==> src/rtl/muldiv_iter.sv <==
// Iterative multiply / multiply-accumulate / restoring divide unit.
// Optional feature: define MULDIV_DIV0_FAST_EN to finish divide-by-zero one
// cycle after acceptance and report it on div0.
module muldiv_iter #(
  parameter int unsigned WIDTH       = 32,
  parameter int unsigned MUL_LATENCY = 2
) (
  input  logic                 clk,
  input  logic                 rst_n,
  input  logic                 flush,
  input  logic                 start,
  input  logic [1:0]           op,
  input  logic                 flag_unsigned,
  input  logic [WIDTH-1:0]     operand1,
  input  logic [WIDTH-1:0]     operand2,
  input  logic [2*WIDTH-1:0]   hilo_i,
  output logic                 busy,
  output logic                 done,
  output logic [2*WIDTH-1:0]   result,
  output logic                 div0
);

  localparam int unsigned DW   = 2 * WIDTH;
  localparam int unsigned CMAX = (WIDTH > MUL_LATENCY) ? WIDTH : MUL_LATENCY;
  localparam int unsigned CW   = $clog2(CMAX + 1);

  localparam logic [1:0] OP_MUL  = 2'b00;
  localparam logic [1:0] OP_MADD = 2'b01;
  localparam logic [1:0] OP_MSUB = 2'b10;
  localparam logic [1:0] OP_DIV  = 2'b11;

  typedef enum logic [1:0] {S_IDLE, S_MUL, S_DIV, S_FIX} state_t;

  state_t             r_state;
  state_t             w_state_nxt;
  logic [1:0]         r_op;
  logic               r_uns;
  logic [WIDTH-1:0]   r_a;
  logic [WIDTH-1:0]   r_b;
  logic [DW-1:0]      r_hilo;
  logic [WIDTH-1:0]   r_rem;
  logic [WIDTH-1:0]   r_quo;
  logic [WIDTH-1:0]   r_dvs;
  logic               r_qneg;
  logic               r_rneg;
  logic               r_dz;
  logic [CW-1:0]      r_cnt;

  logic               w_accept;
  logic               w_neg_a;
  logic               w_neg_b;
  logic [WIDTH-1:0]   w_abs_a;
  logic [WIDTH-1:0]   w_abs_b;
  logic [DW-1:0]      w_ext_a;
  logic [DW-1:0]      w_ext_b;
  logic [DW-1:0]      w_prod;
  logic [WIDTH:0]     w_shift;
  logic [WIDTH:0]     w_diff;
  logic [WIDTH-1:0]   w_quo_fix;
  logic [WIDTH-1:0]   w_rem_fix;
  logic               w_fin;
  logic [DW-1:0]      w_res_nxt;
  logic               w_div0_nxt;

  assign w_accept = start & ~flush & (r_state == S_IDLE);

  // Operand magnitudes for the divider, sampled straight from the inputs at accept.
  assign w_neg_a = ~flag_unsigned & operand1[WIDTH-1];
  assign w_neg_b = ~flag_unsigned & operand2[WIDTH-1];
  assign w_abs_a = w_neg_a ? -operand1 : operand1;
  assign w_abs_b = w_neg_b ? -operand2 : operand2;

  // Full-width product from sign- or zero-extended latched operands.
  assign w_ext_a = r_uns ? {{WIDTH{1'b0}}, r_a} : {{WIDTH{r_a[WIDTH-1]}}, r_a};
  assign w_ext_b = r_uns ? {{WIDTH{1'b0}}, r_b} : {{WIDTH{r_b[WIDTH-1]}}, r_b};
  assign w_prod  = w_ext_a * w_ext_b;

  // One restoring step: shift in the next dividend bit and trial-subtract.
  assign w_shift = {r_rem, r_quo[WIDTH-1]};
  assign w_diff  = w_shift - {1'b0, r_dvs};

  assign w_quo_fix = r_qneg ? -r_quo : r_quo;
  assign w_rem_fix = r_rneg ? -r_rem : r_rem;

  // State register.
  always_ff @(posedge clk or negedge rst_n) begin
    if (!rst_n) r_state <= S_IDLE;
    else        r_state <= w_state_nxt;
  end

  // Next-state logic; flush returns to IDLE and drops any simultaneous start.
  always_comb begin
    w_state_nxt = r_state;
    if (flush) begin
      w_state_nxt = S_IDLE;
    end else begin
      case (r_state)
        S_IDLE: if (start) w_state_nxt = (op == OP_DIV) ? S_DIV : S_MUL;
        S_MUL:  if (r_cnt == CW'(MUL_LATENCY)) w_state_nxt = S_IDLE;
        S_DIV: begin
`ifdef MULDIV_DIV0_FAST_EN
          if (r_dz) w_state_nxt = S_IDLE;
          else if (r_cnt == CW'(WIDTH - 1)) w_state_nxt = S_FIX;
`else
          if (r_cnt == CW'(WIDTH - 1)) w_state_nxt = S_FIX;
`endif
        end
        S_FIX:   w_state_nxt = S_IDLE;
        default: w_state_nxt = S_IDLE;
      endcase
    end
  end

  // Output logic: decides when an operation completes and what it reports.
  always_comb begin
    w_fin      = 1'b0;
    w_res_nxt  = result;
    w_div0_nxt = div0;
    if (!flush) begin
      case (r_state)
        S_MUL: begin
          if (r_cnt == CW'(MUL_LATENCY)) begin
            w_fin      = 1'b1;
            w_div0_nxt = 1'b0;
            case (r_op)
              OP_MADD: w_res_nxt = r_hilo + w_prod;
              OP_MSUB: w_res_nxt = r_hilo - w_prod;
              default: w_res_nxt = w_prod;
            endcase
          end
        end
        S_DIV: begin
`ifdef MULDIV_DIV0_FAST_EN
          if (r_dz) begin
            w_fin      = 1'b1;
            w_div0_nxt = 1'b1;
            w_res_nxt  = {r_a, {WIDTH{1'b1}}};
          end
`endif
        end
        S_FIX: begin
          w_fin      = 1'b1;
          w_div0_nxt = 1'b0;
          w_res_nxt  = r_dz ? {r_a, {WIDTH{1'b1}}} : {w_rem_fix, w_quo_fix};
        end
        default: ;
      endcase
    end
  end

  // Registered status and result outputs.
  always_ff @(posedge clk or negedge rst_n) begin
    if (!rst_n) begin
      busy   <= 1'b0;
      done   <= 1'b0;
      div0   <= 1'b0;
      result <= '0;
    end else begin
      busy <= (w_state_nxt != S_IDLE);
      done <= w_fin;
      if (w_fin) begin
        result <= w_res_nxt;
        div0   <= w_div0_nxt;
      end
    end
  end

  // Operand capture, cycle counter and divider iteration.
  always_ff @(posedge clk or negedge rst_n) begin
    if (!rst_n) begin
      r_op   <= OP_MUL;
      r_uns  <= 1'b0;
      r_a    <= '0;
      r_b    <= '0;
      r_hilo <= '0;
      r_rem  <= '0;
      r_quo  <= '0;
      r_dvs  <= '0;
      r_qneg <= 1'b0;
      r_rneg <= 1'b0;
      r_dz   <= 1'b0;
      r_cnt  <= '0;
    end else if (w_accept) begin
      r_op   <= op;
      r_uns  <= flag_unsigned;
      r_a    <= operand1;
      r_b    <= operand2;
      r_hilo <= hilo_i;
      r_rem  <= '0;
      r_quo  <= w_abs_a;
      r_dvs  <= w_abs_b;
      r_qneg <= w_neg_a ^ w_neg_b;
      r_rneg <= w_neg_a;
      r_dz   <= (operand2 == '0);
      r_cnt  <= (op == OP_DIV) ? CW'(0) : CW'(1);
    end else if (r_state == S_MUL) begin
      r_cnt <= r_cnt + CW'(1);
    end else if (r_state == S_DIV) begin
      r_cnt <= r_cnt + CW'(1);
      if (!w_diff[WIDTH]) begin
        r_rem <= w_diff[WIDTH-1:0];
        r_quo <= {r_quo[WIDTH-2:0], 1'b1};
      end else begin
        r_rem <= w_shift[WIDTH-1:0];
        r_quo <= {r_quo[WIDTH-2:0], 1'b0};
      end
    end
  end

endmodule

==> config.mk <==
export PLATFORM = sky130hd
export DESIGN_NAME = muldiv_iter
export DESIGN_NICKNAME = d
export VERILOG_FILES = /design/src/rtl/muldiv_iter.sv
export SDC_FILE = /design/constraint.sdc
export NUM_CORES = 2
export LEC_CHECK = 0
export BUFFER_PORTS_ARGS = -buffer_cell sky130_fd_sc_hd__buf_4
export CORE_ASPECT_RATIO = 0.8
export CORE_MARGIN = 5
export CORE_UTILIZATION = 39
export CTS_BUF_LIST = sky130_fd_sc_hd__clkbuf_2
export DETAILED_ROUTE_END_ITERATION = 8
export GPL_TIMING_DRIVEN = 0
export PLACE_DENSITY = 0.58
export SYNTH_ARGS = -nofsm -noshare
export SYNTH_HDL_FRONTEND = slang
export SYNTH_SLANG_ARGS = --single-unit
==> constraint.sdc <==
create_clock -name clk -period 13.75 [get_ports clk]
set_input_delay 1.375 -clock clk [delete_from_list [all_inputs] [get_ports clk]]
set_output_delay 1.375 -clock clk [all_outputs]
set_load 0.03 [all_outputs]
==> results.yml <==
floorplan:
  chipWidth_um: 484.9
  die_h_um: 389.9
  placementRows: 139
  initial_utilization: 0.3920
  coreArea_um2: 179500
  die-area_um2: 189100
  ios: 202
synthesis:
  ys_warn_count: 0
  synth_top_cell_by_area: "fa_1"
  synthDistinctLibCells: 95
  synth_edf_count: 0
  syn_avg_cell_area_um2: 8.804
  synth_top_area_frac: 0.4083
  yosys-top-cells-area: "fa_1 41%, dfrtp_1 11%, inv_1 8.6%"
  synth_nets: 9964
  async_reset_ff_frac: 1.000
  ys_ff_latch: 303
  ys_seq_area_frac: 0.1078
  synth_cells: 7992
  synth-main-ff-cell: "dfrtp_1"
  mappedNetlistArea_um2: 70360
sta:
  hold_viol: 0
  fmax_mhz: 73.64
  final.setup.tns_ns: 0
  fin_crit_sh: 0.9877
  worst_pin_slew_ns: 1.291
  slew_headroom: 0.1396
  finalSetupViolCount: 0
  fin_crit_ns: 13.58
  finalClockSkew_ns: 0.1630
  worst_slack_ns: 0.1696
  slew_violations: 0
placement:
  gp_congestion: 1.023
  dpl_worst_slack_ns: -2.434
  io_buffers: 200
  dp_hpwl_mm: 256.4
route:
  drt_iter0_drc: 6508
  vias: 59030
  drt-total-wl_mm: 302.0
  drt_pass1_iterations: 9
  drc_errors: 0
  ant_nets: 0
  wire_per_inst_um: 27.99
  vias_per_cell: 5.472
grt:
  antenna_found_initial: 47
  grt_pass1_vias: 60130
  grt_start_max_net_pins: 117
  grt_overflow: 0
  grt_pass1_wl_mm: 433.3
  grtUsageTotal: 0.3182
critical_path:
  cpPeakStageDelay_ns: 0.65
  critPathRequiredTime_ns: 14.87
  r2r_setup_slack_ns: 0.17
  regToRegEndpoint: "result[59]"
  slowest_stage: "dfrtp_2"
  cp.arrival_ns: 14.70
  reg2reg_depth: 44
  startpoint_type: "flip-flop"
  critical_path_class: "flip-flop to flip-flop"
  reg2reg_from: "r_a[17]"
  cp_common_cell: "fa_1"
  critPathMaxFanout: 10
  crit_path_end_kind: "flip-flop"
finish:
  syn_to_final_growth_pct: 9.537
  drive_gt1_frac: 0.08419
  fill_cells: 18270
  nets: 10260
clock_network:
  worstSkewPairLatency_ns: 1.36
  clockBufferDepth: 3
  htree_levels: 3
  clkTransAtPathRegs_ns: 0.12
  cts_tree: "yes"
  cts-buffers-inserted: 81
  cts-root-buf: "clkbuf_2"
  cts_sinks: 303
min_path:
  hp-start: "hilo_i[47]"
  holdCritPathClass: "input pin to flip-flop"
  hold_depth: 3
  hold_end: "r_hilo[47]"
run_status:
  run_status: "finished clean"
run:
  maxCapViolCount: 0
-- cell usage after synthesis (all sizes together), types with 9 or more instances --
| master | count |
|---|---|
| inv | 1617 |
| fa | 1435 |
| nand2 | 1261 |
| and2 | 567 |
| ha | 402 |
| clkbuf | 365 |
| o21ai | 319 |
| dfrtp | 303 |
| a21oi | 255 |
| xnor2 | 235 |
| nor2 | 230 |
| xor2 | 134 |
| a21o | 92 |
| nand3 | 68 |
| mux2i | 47 |
| nor3 | 47 |
| a31oi | 42 |
| nand2b | 37 |
| o211ai | 37 |
| o31ai | 37 |
| o21bai | 36 |
| o22ai | 36 |
| and3 | 27 |
| buf | 26 |
| nand4 | 24 |
| o21a | 24 |
| nor2b | 23 |
| a211oi | 22 |
| or3 | 22 |
| nor4 | 21 |
| o41ai | 20 |
| or4 | 16 |
| or2 | 14 |
| a41oi | 11 |
| and4 | 10 |
| a21boi | 9 |
| a221oi | 9 |
| nor3b | 9 |
-- critical path, delay by kind of cell, from the launching register on --
family,cells,cell delay (ns)
muxes,1,0.18
adders and majority gates,12,5.55
and+or+nand+nor,9,2.80
AOI/OAI and AO/OA,13,2.81
DFF,1,0.65
buffers and inverters,7,1.01
xor gates and xnor gates,2,0.45
-- routing by layer --
metal,vias to the layer above,GRT usage,part of all wire
li1,25060,-,-
met3,427,0.1051,0.12
met5,-,0,0.00062
met1,30480,0.4714,0.44
met2,3052,0.4377,0.40
met4,14,0.09676,0.033
-- through the flow --
step / std cells / utilization / area [µm²] / hold WS [ns]
CTS: 10720 / 0.4249 / 76260 / 0.1419
detailed placement: 10600 / 0.4182 / 75060 / 0.4690
finish: 10790 / 0.4294 / 77070 / 0.2787
global placement: 10590 / 0.4171 / 74860 / 0.4686
global route: 10760 / 0.4290 / 76990 / 0.1418
floorplan: 7992 / - / 70360 / 0.4497
-- placed cells by master (no fill, tap or decap), drive strengths merged, types with 24 or more instances in the layout --
cell type	instances
dfrtp	303
clkbuf	403
a21oi	255
o211ai	37
nand2b	37
nor3	47
and2	567
and3	27
buf	299
fa	1435
nand3	68
xor2	134
mux2i	47
o22ai	36
ha	402
a31oi	42
nand4	24
clkinv	27
diode	52
xnor2	235
inv	1620
nor2	230
o21bai	36
o21ai	319
o21a	24
nand2	1261
o31ai	37
a21o	92
-- how the worst max path moves through the flow --
| stage | start | to | slack, ns | cells past startpoint |
|---|---|---|---|---|
| finish | r_a[17] | result[59] | 0.17 | 44 |
| global route | r_a[16] | result[62] | -0.05 | 47 |
| CTS | r_a[3] | result[62] | -0.01 | 46 |
| detailed placement | r_a[3] | result[62] | -2.43 | 44 |
| global placement | r_a[3] | result[59] | -2.26 | 45 |
| floorplan | r_a[31] | result[62] | 1.76 | 48 |
-- cell type report --
type	count	area [µm²]	share of cell area
plain buffers	370	1871	0.02427
repair buffers	229	1844	0.02393
clock buffers	105	525.5	0.006818
inverters	1618	6073	0.07880
diodes	52	130.1	0.001688
clock inverters	33	212.7	0.002760
well taps	2397	2999	0.03891
multi-input cells	5680	55750	0.7233
flip-flops and latches	303	7671	0.09953
-- registers in the layout, indices dropped and copies added (netlist names), 2 cells and up --
signal and cells:
r_rem 32, r_op 2, r_a 32, result 64, r_dvs 31, r_b 32
r_hilo 64, r_quo 32, r_cnt 6, r_state 2
-- logic make-up after synthesis --
family / count (synthesis) / share of synthesized area
AOI/OAI and AO/OA: 1020 / 0.09046
other: 1 / 0.00005330
xor gates and xnor gates: 370 / 0.04625
muxes: 51 / 0.007326
and+or+nand+nor: 2400 / 0.1607
adders and majority gates: 1838 / 0.4799
buffers and inverters: 2009 / 0.1075
DFF: 303 / 0.1078
-- timing repair --
| action | 4_1_cts | 5_1_grt |
|---|---|---|
| hold endpoints to repair | 14 | 0 |
| endpoints found under the setup margin | 36 | 20 |
| pin swaps | 1 | 9 |
| buffers inserted | 4 | 16 |
| hold buffers | 1 | 0 |
| gates resized for setup | 239 | 305 |
| cloned | 0 | 0 |
Power is left out: the tool's default activity adds up to more than one toggle a clock period on the data nets, which glitch-free logic cannot reach.
